**src/rtl/mem_port_arbiter.sv**
```systemverilog
// Two-port arbiter for the single-ported 64-bit data RAM.
// The load/store port normally wins; after MAX_LS_STREAK consecutive LS grants
// with fetch waiting, fetch is given the next slot. The RAM has a 1-cycle read
// latency, so the owner of each access is remembered to route the response.
module mem_port_arbiter #(
  parameter int unsigned XLEN          = 64,
  parameter int unsigned MAX_LS_STREAK = 4
) (
  input  logic              clk,
  input  logic              rst_n,

  // Instruction-fetch port (read-only)
  input  logic              if_req_i,
  input  logic [XLEN-1:0]   if_addr_i,
  input  logic              if_kill_i,
  output logic              if_gnt_o,
  output logic              if_rsp_valid_o,
  output logic [XLEN-1:0]   if_rdata_o,

  // Load/store port
  input  logic              ls_req_i,
  input  logic              ls_we_i,
  input  logic [XLEN-1:0]   ls_addr_i,
  input  logic [XLEN/8-1:0] ls_byte_en_i,
  input  logic [XLEN-1:0]   ls_wdata_i,
  output logic              ls_gnt_o,
  output logic              ls_rsp_valid_o,
  output logic [XLEN-1:0]   ls_rdata_o,

  // RAM port
  output logic [XLEN-1:0]   ram_addr_o,
  output logic              ram_ren_o,
  output logic              ram_wen_o,
  output logic [XLEN/8-1:0] ram_byte_en_o,
  output logic [XLEN-1:0]   ram_wdata_o,
  input  logic [XLEN-1:0]   ram_rdata_i
);

  localparam int unsigned BeW       = XLEN / 8;
  localparam logic [3:0]  MaxStreak = 4'(MAX_LS_STREAK);

  logic       r_rsp_pend;
  logic       r_rsp_owner_ls;
  logic       r_rsp_we;
  logic [3:0] r_streak;

  logic       w_if_eff;
  logic       w_if_win;
  logic       w_ls_win;
  logic       w_rsp_ls;
  logic       w_rsp_if;

  // Grant decision: LS priority, fetch forced through once the streak saturates.
  // Grants are suppressed while reset is asserted.
  always_comb begin
    w_if_eff = if_req_i & ~if_kill_i;
    w_ls_win = rst_n & ls_req_i & ~(w_if_eff & (r_streak == MaxStreak));
    w_if_win = rst_n & w_if_eff & ~w_ls_win;
    if_gnt_o = w_if_win;
    ls_gnt_o = w_ls_win;
  end

  // Drive the RAM from whichever port won this cycle; idle port is all zeros.
  always_comb begin
    ram_addr_o    = '0;
    ram_ren_o     = 1'b0;
    ram_wen_o     = 1'b0;
    ram_byte_en_o = '0;
    ram_wdata_o   = '0;
    if (w_ls_win) begin
      ram_addr_o = {ls_addr_i[XLEN-1:3], 3'b000};
      if (ls_we_i) begin
        ram_wen_o     = 1'b1;
        ram_byte_en_o = ls_byte_en_i;
        ram_wdata_o   = ls_wdata_i;
      end else begin
        ram_ren_o = 1'b1;
      end
    end else if (w_if_win) begin
      ram_addr_o = {if_addr_i[XLEN-1:3], 3'b000};
      ram_ren_o  = 1'b1;
    end
  end

  // Track the in-flight access and the LS streak; reset drops any pending response.
  always_ff @(posedge clk) begin
    if (!rst_n) begin
      r_rsp_pend     <= 1'b0;
      r_rsp_owner_ls <= 1'b0;
      r_rsp_we       <= 1'b0;
      r_streak       <= 4'd0;
    end else begin
      r_rsp_pend     <= w_if_win | w_ls_win;
      r_rsp_owner_ls <= w_ls_win;
      r_rsp_we       <= w_ls_win & ls_we_i;
      if (w_ls_win && w_if_eff) begin
        // Saturate so the counter never wraps back below the threshold.
        if (r_streak != MaxStreak) begin
          r_streak <= r_streak + 4'd1;
        end
      end else begin
        r_streak <= 4'd0;
      end
    end
  end

  // Route the RAM read data to the owner; a fetch redirect squashes its response.
  always_comb begin
    w_rsp_ls       = rst_n & r_rsp_pend & r_rsp_owner_ls;
    w_rsp_if       = rst_n & r_rsp_pend & ~r_rsp_owner_ls & ~if_kill_i;
    ls_rsp_valid_o = w_rsp_ls;
    if_rsp_valid_o = w_rsp_if;
    ls_rdata_o     = '0;
    if_rdata_o     = '0;
    if (w_rsp_ls && !r_rsp_we) begin
      ls_rdata_o = ram_rdata_i;
    end
    if (w_rsp_if) begin
      if_rdata_o = ram_rdata_i;
    end
  end

  logic [BeW-1:0] w_unused_be;
  assign w_unused_be = '0;

endmodule
```
**config.mk**
```make
export PLATFORM = sky130hd
export DESIGN_NAME = mem_port_arbiter
export DESIGN_NICKNAME = d
export VERILOG_FILES = /design/src/rtl/mem_port_arbiter.sv
export SDC_FILE = /design/constraint.sdc
export NUM_CORES = 1
export LEC_CHECK = 0
export BUFFER_PORTS_ARGS = -buffer_cell sky130_fd_sc_hd__buf_4
export CAP_MARGIN = 5
export CELL_PAD_IN_SITES_DETAIL_PLACEMENT = 2
export CELL_PAD_IN_SITES_GLOBAL_PLACEMENT = 2
export CORE_AREA = 2 2 208 210
export CTS_CLUSTER_SIZE = 16
export DETAILED_ROUTE_END_ITERATION = 10
export DIE_AREA = 0 0 210 212
export PLACE_DENSITY_LB_ADDON = 0.1
export SETUP_SLACK_MARGIN = 0.05
export SYNTH_ARGS = -nofsm -noshare
export SYNTH_HDL_FRONTEND = slang
export SYNTH_SLANG_ARGS = --single-unit
export TNS_END_PERCENT = 10
```
**constraint.sdc**
```tcl
create_clock -name clk -period 2 [get_ports clk]
set_input_delay 0.1 -clock clk [delete_from_list [all_inputs] [get_ports clk]]
set_output_delay 0.1 -clock clk [all_outputs]
set_load 0.05 [all_outputs]
```
Yosys cells after proc, flatten, opt, wreduce, memory -nomap -nowiden:

Index checks and enable logic that the tools add are counted.

* flip-flop bits (word level): 7
* input bits: 270
* output and inout port bits: 270
* word-level logic and storage cells: 40

* add/sub/neg operators: 1
* eq/ne operators: 2
* muxes and demuxes: 13
* bitwise gates (word level): 16
* reduce and logical (&&, ||, !) cells: 4

Operators with widths (number)
* 64-bit two-way mux: 6
* 8-bit two-way mux: 2
* 1-bit bitwise AND: 11
* 1-bit two-way mux: 5
* 4-bit by 1-bit adder with 4-bit output, second input constant: 1
* 4-bit by 3-bit equality test with 1-bit output, second input constant: 1
* 4-bit by 3-bit inequality test with 1-bit output, second input constant: 1
* 1-bit inverter: 4
* 1-bit logical AND: 2
* 2-bit AND reduction: 1
* 1-bit logical NOT: 1
* 1-bit OR: 1

Longest topological paths before layout:

* word-level depth: 9
* mapped depth: 8
* depth with buffers taken out: 5

Worst setup path before layout:

No wires, ideal clock.

* path type: register to output
* start point: reg r_streak[0]
* end point: out ram_ren_o
* arrival: 1.802 ns
* required time: 1.900 ns
* path slack: 0.098 ns
* stages on the path, launching flop included: 7
* path buffers: 2
* cell sequence: dfxtp_1 > inv_1 > ha_1 > nand3b_1 > buf_2 > buf_1 > a31oi_1

* word-level cells in the longest chain between the ends: 8

Ends and longest elaborated chain
* start: declaration: line 45 `logic [3:0] r_streak;`
* start signal: assignment: line 99 `r_streak <= r_streak + 4'd1;`
* 4-bit by 3-bit equality test with 1-bit output (*): line 57 `w_ls_win = rst_n & ls_req_i & ~(w_if_eff & (r_streak == MaxStreak));`
* 1-bit bitwise AND (*): line 57
* 1-bit inverter (*): line 57
* 1-bit bitwise AND (*): line 57
* 1-bit inverter: line 58 `w_if_win = rst_n & w_if_eff & ~w_ls_win;`
* 1-bit bitwise AND: line 58
* 1-bit two-way mux: line 79 `end else if (w_if_win) begin`
* 1-bit two-way mux (*): line 70 `if (w_ls_win) begin`
* end: declaration: line 32 `output logic ram_ren_o,`

Mark *: on every way between the ends. The rest lies on a longest branch, timed or not.

Final worst setup path:

* start point: reg r_streak[1]
* end point: out ram_wdata_o[35]

* word-level cells in the longest chain between the ends: 5

Ends and longest elaborated chain
* 4-bit by 3-bit equality test with 1-bit output: line 57
* 1-bit bitwise AND: line 57
* 1-bit inverter: line 57
* 1-bit bitwise AND: line 57
* 64-bit two-way mux: line 70
* end: declaration: line 35 `output logic [XLEN-1:0] ram_wdata_o,`

Every way passes these cells.

==> results.py <==
metrics = {
    "outcome": {
        "status": "finished with violations",
        "violations": "setup timing",
    },
    "power": {
        "cellPowerDensity_nw_per_um2": 240,
        "power.total_w": 0.00234,
        "intPower_w": 0.00122,
        "pwr-share-comb": 0.791,
        "swShare": 0.478,
        "power_frac_clock": 0.146,
        "p_leak_nw": 4.91,
        "ir_worst_vdd_uv": 219,
        "seqPwrFrac": 0.063,
        "switchingPower_w": 0.00112,
    },
    "setup_path": {
        "critPathLaunchType": "flip-flop",
        "worst_setup_path_end_kind": "primary output",
        "r2r_slack_ps": 570,
        "r2r_cells": 7,
        "cp.required_ps": 1900,
        "critical_path_arrival_ps": 1910,
        "r2r-start": "r_streak[1]",
        "r2r-end": "r_rsp_owner_ls",
        "critPathMaxFanout": 10,
        "critical_path_class": "reg -> out",
    },
    "route": {
        "ant_nets": 0,
        "dr.pass1.iters": 4,
        "drt_iter0_drc": 181,
        "routed_wl_um": 34400,
        "avgRoutedWirePerCell_um": 20.6,
        "via_per_inst": 3.81,
        "drc": 0,
        "num_vias": 6366,
    },
    "timing": {
        "skew_ps": 1.85,
        "rsz0062_at_grt": "yes",
        "fin_crit_sh": 1.01,
        "final_hold_viol_count": 0,
        "finalSetupViolCount": 6,
        "maxSlewViolCount": 0,
        "fmax_mhz": 497,
        "period_minus_slack_ps": 2010,
        "worst_slack_ps": -11.6,
    },
    "place": {
        "post-place-ws_ps": 117,
        "gp_congestion": 0.773,
        "placed_cell_area_um2": 8310,
        "placedCellCount": 1650,
        "io_buffers": 530,
        "dp_hpwl_um": 26100,
    },
    "final_layout": {
        "design_area_um2": 9750,
        "nNetsFinal": 1399,
        "drive_gt1_frac": 0.589,
        "final-seq-area_um2": 143,
        "fillers": 5003,
        "multi_input_area_um2": 3340,
        "instances_no_fill": 1672,
        "antennaDiodeCount": 0,
        "fin_util": 0.229,
        "areaGrowthSynthToFinish_pct": 162,
    },
    "hold_path": {
        "holdPathStages": 2,
        "worst_hold_path_type": "in -> reg",
        "holdPathEnd": "r_rsp_pend",
        "min_from": "rst_n",
    },
    "clock_network": {
        "root_buffer": "clkbuf_16",
        "hold_buffers": 0,
        "ctsHtreeMaxLevel": 1,
        "path_clk_slew_ps": 40,
        "cts_buffer_depth": 2,
        "cts_buffers": 3,
        "cts_tree": "yes",
        "clk_latency_ps": 230,
        "clock-sinks": 7,
    },
    "floorplan": {
        "core_um2": 42500,
        "die_w_um": 210,
        "die-area_um2": 44500,
        "die_h_um": 212,
        "rows": 76,
        "ioPinCount": 540,
        "initial_core_util": 0.0875,
    },
    "global_route": {
        "grt_antenna_before_repair": 1,
        "grt_first_pass_wirelength_um": 46700,
        "overflow": 0,
        "globalRouteTotalUtil": 0.139,
        "grt_start_max_net_pins": 75,
        "first_global_vias": 6605,
    },
    "synth": {
        "yosysUniqueCellTypes": 29,
        "ys_seq_area_frac": 0.0377,
        "synth-seq-cells": 7,
        "yosys_warnings": 0,
        "synthCells": 632,
        "synthesis.area_um2": 3720,
        "synth_area_per_cell_um2": 5.89,
    },
    "flow_run": {
        "maxCapViolations": 0,
    },
}
==> layout make-up <==
cell class	count	area share
Sequential cell	7	0.0146
Multi-Input combinational cell	480	0.342
Clock buffer	4	0.00808
Timing Repair Buffer	571	0.540
Inverter	64	0.0246
Tap cell	546	0.0701
==> routing by layer <==
metal / GRT usage / wire length [um]
met5: 0 / 9
met4: 0.0188 / 342
met3: 0.0349 / 2370
met2: 0.274 / 18600
met1: 0.153 / 13100
==> critical path, stage by stage (launching register included) <==
cell	delay (ps)
dfxtp_2	330
inv_2	40
ha_4	160
and3b_2	250
a21boi_4	180
buf_12	160
buf_12	110
buf_12	110
and3_4	190
buf_8	140
==> logic make-up after synthesis <==
family / after synthesis / share of synthesized area
flops: 7 / 0.0377
other cells: 1 / 0.00101
compound gates: 188 / 0.340
fa+ha+maj: 2 / 0.00673
buf+inv: 147 / 0.177
mux: 1 / 0.00269
simple gates: 285 / 0.433
xor+xnor: 1 / 0.00235
==> how the worst max path moves through the flow <==
stage,from,end,cells after the start
2_1_floorplan,r_streak[0],ram_ren_o,6
3_3_place_gp,r_streak[1],ram_wdata_o[46],8
3_5_place_dp,r_streak[1],ram_wdata_o[16],8
4_1_cts,r_streak[1],ram_wdata_o[24],9
5_1_grt,r_streak[0],ram_wdata_o[35],9
6_report,r_streak[1],ram_wdata_o[35],9
==> what timing repair did <==
action / in CTS / in global routing
pin swaps: 9 / 43
gates cloned: 3 / 8
resized for setup: 192 / 72
endpoints found under the setup margin: 135 / 135
buffers inserted: 5 / 2
==> through the flow <==
| step | hold WS [ps] | TNS (ps) |
|---|---|---|
| detailed placement | 418 | 0 |
| CTS | 183 | -99.0 |
| global route | 193 | -1540 |
| floorplan | 430 | 0 |
| finish | 171 | -20.1 |
| global placement | 425 | 0 |
==> synth_stat cells <==
cell      instances  area, um2
a211oi_1         61        458
a21boi_4          1       18.8
a21oi_1          62        310
a31oi_1           1       6.26
and2_1          134        838
and2b_1           1       7.51
and3_1           73        457
and3b_1           1       8.76
buf_1             1       3.75
buf_2            17       85.1
buf_4             6       45.0
buf_6             6       67.6
clkbuf_1         40        150
clkbuf_2         13       65.1
conb_1            1       3.75
dfxtp_1           7        140
ha_1              2       25.0
inv_1            64        240
mux2i_1           1       10.0
nand2_1          64        240
nand2b_1          1       6.26
nand3_1           2       10.0
nand3b_1          1       7.51
nor2_1            5       18.8
nor2b_1           2       12.5
nor3_1            1       5.00
o21a_1           62        465
o21ai_0           1       5.00
xnor2_1           1       8.76
==> cells in the final DEF (no fill, tap or decap), drive strengths merged, types with 2 or more instances in the layout <==
cell type and count:
a211oi 61, conb 3, inv 64, dfxtp 7, o21a 62, and3 73
and2 134, nor2b 2, nand3 2, a21oi 62, buf 567, nand2 64
clkbuf 8, nor2 5, ha 2
==> sequential cells by signal (all words and copies together), names as in the netlist <==
name	count
r_rsp_pend	1
r_rsp_owner_ls	1
r_streak	4
r_rsp_we	1
==> power by group through the flow <==
stage / Clock, W / Combinational [W] / Sequential, W
2_1_floorplan: 0 / 0.000889 / 0.000148
3_3_place_gp: 0 / 0.00168 / 0.000149
3_5_place_dp: 0 / 0.00169 / 0.000149
4_1_cts: 0.000347 / 0.00184 / 0.000147
5_1_grt: 0.000361 / 0.00197 / 0.000147
6_report: 0.000341 / 0.00185 / 0.000147
Note: power is estimated with default switching activity, not from simulation.
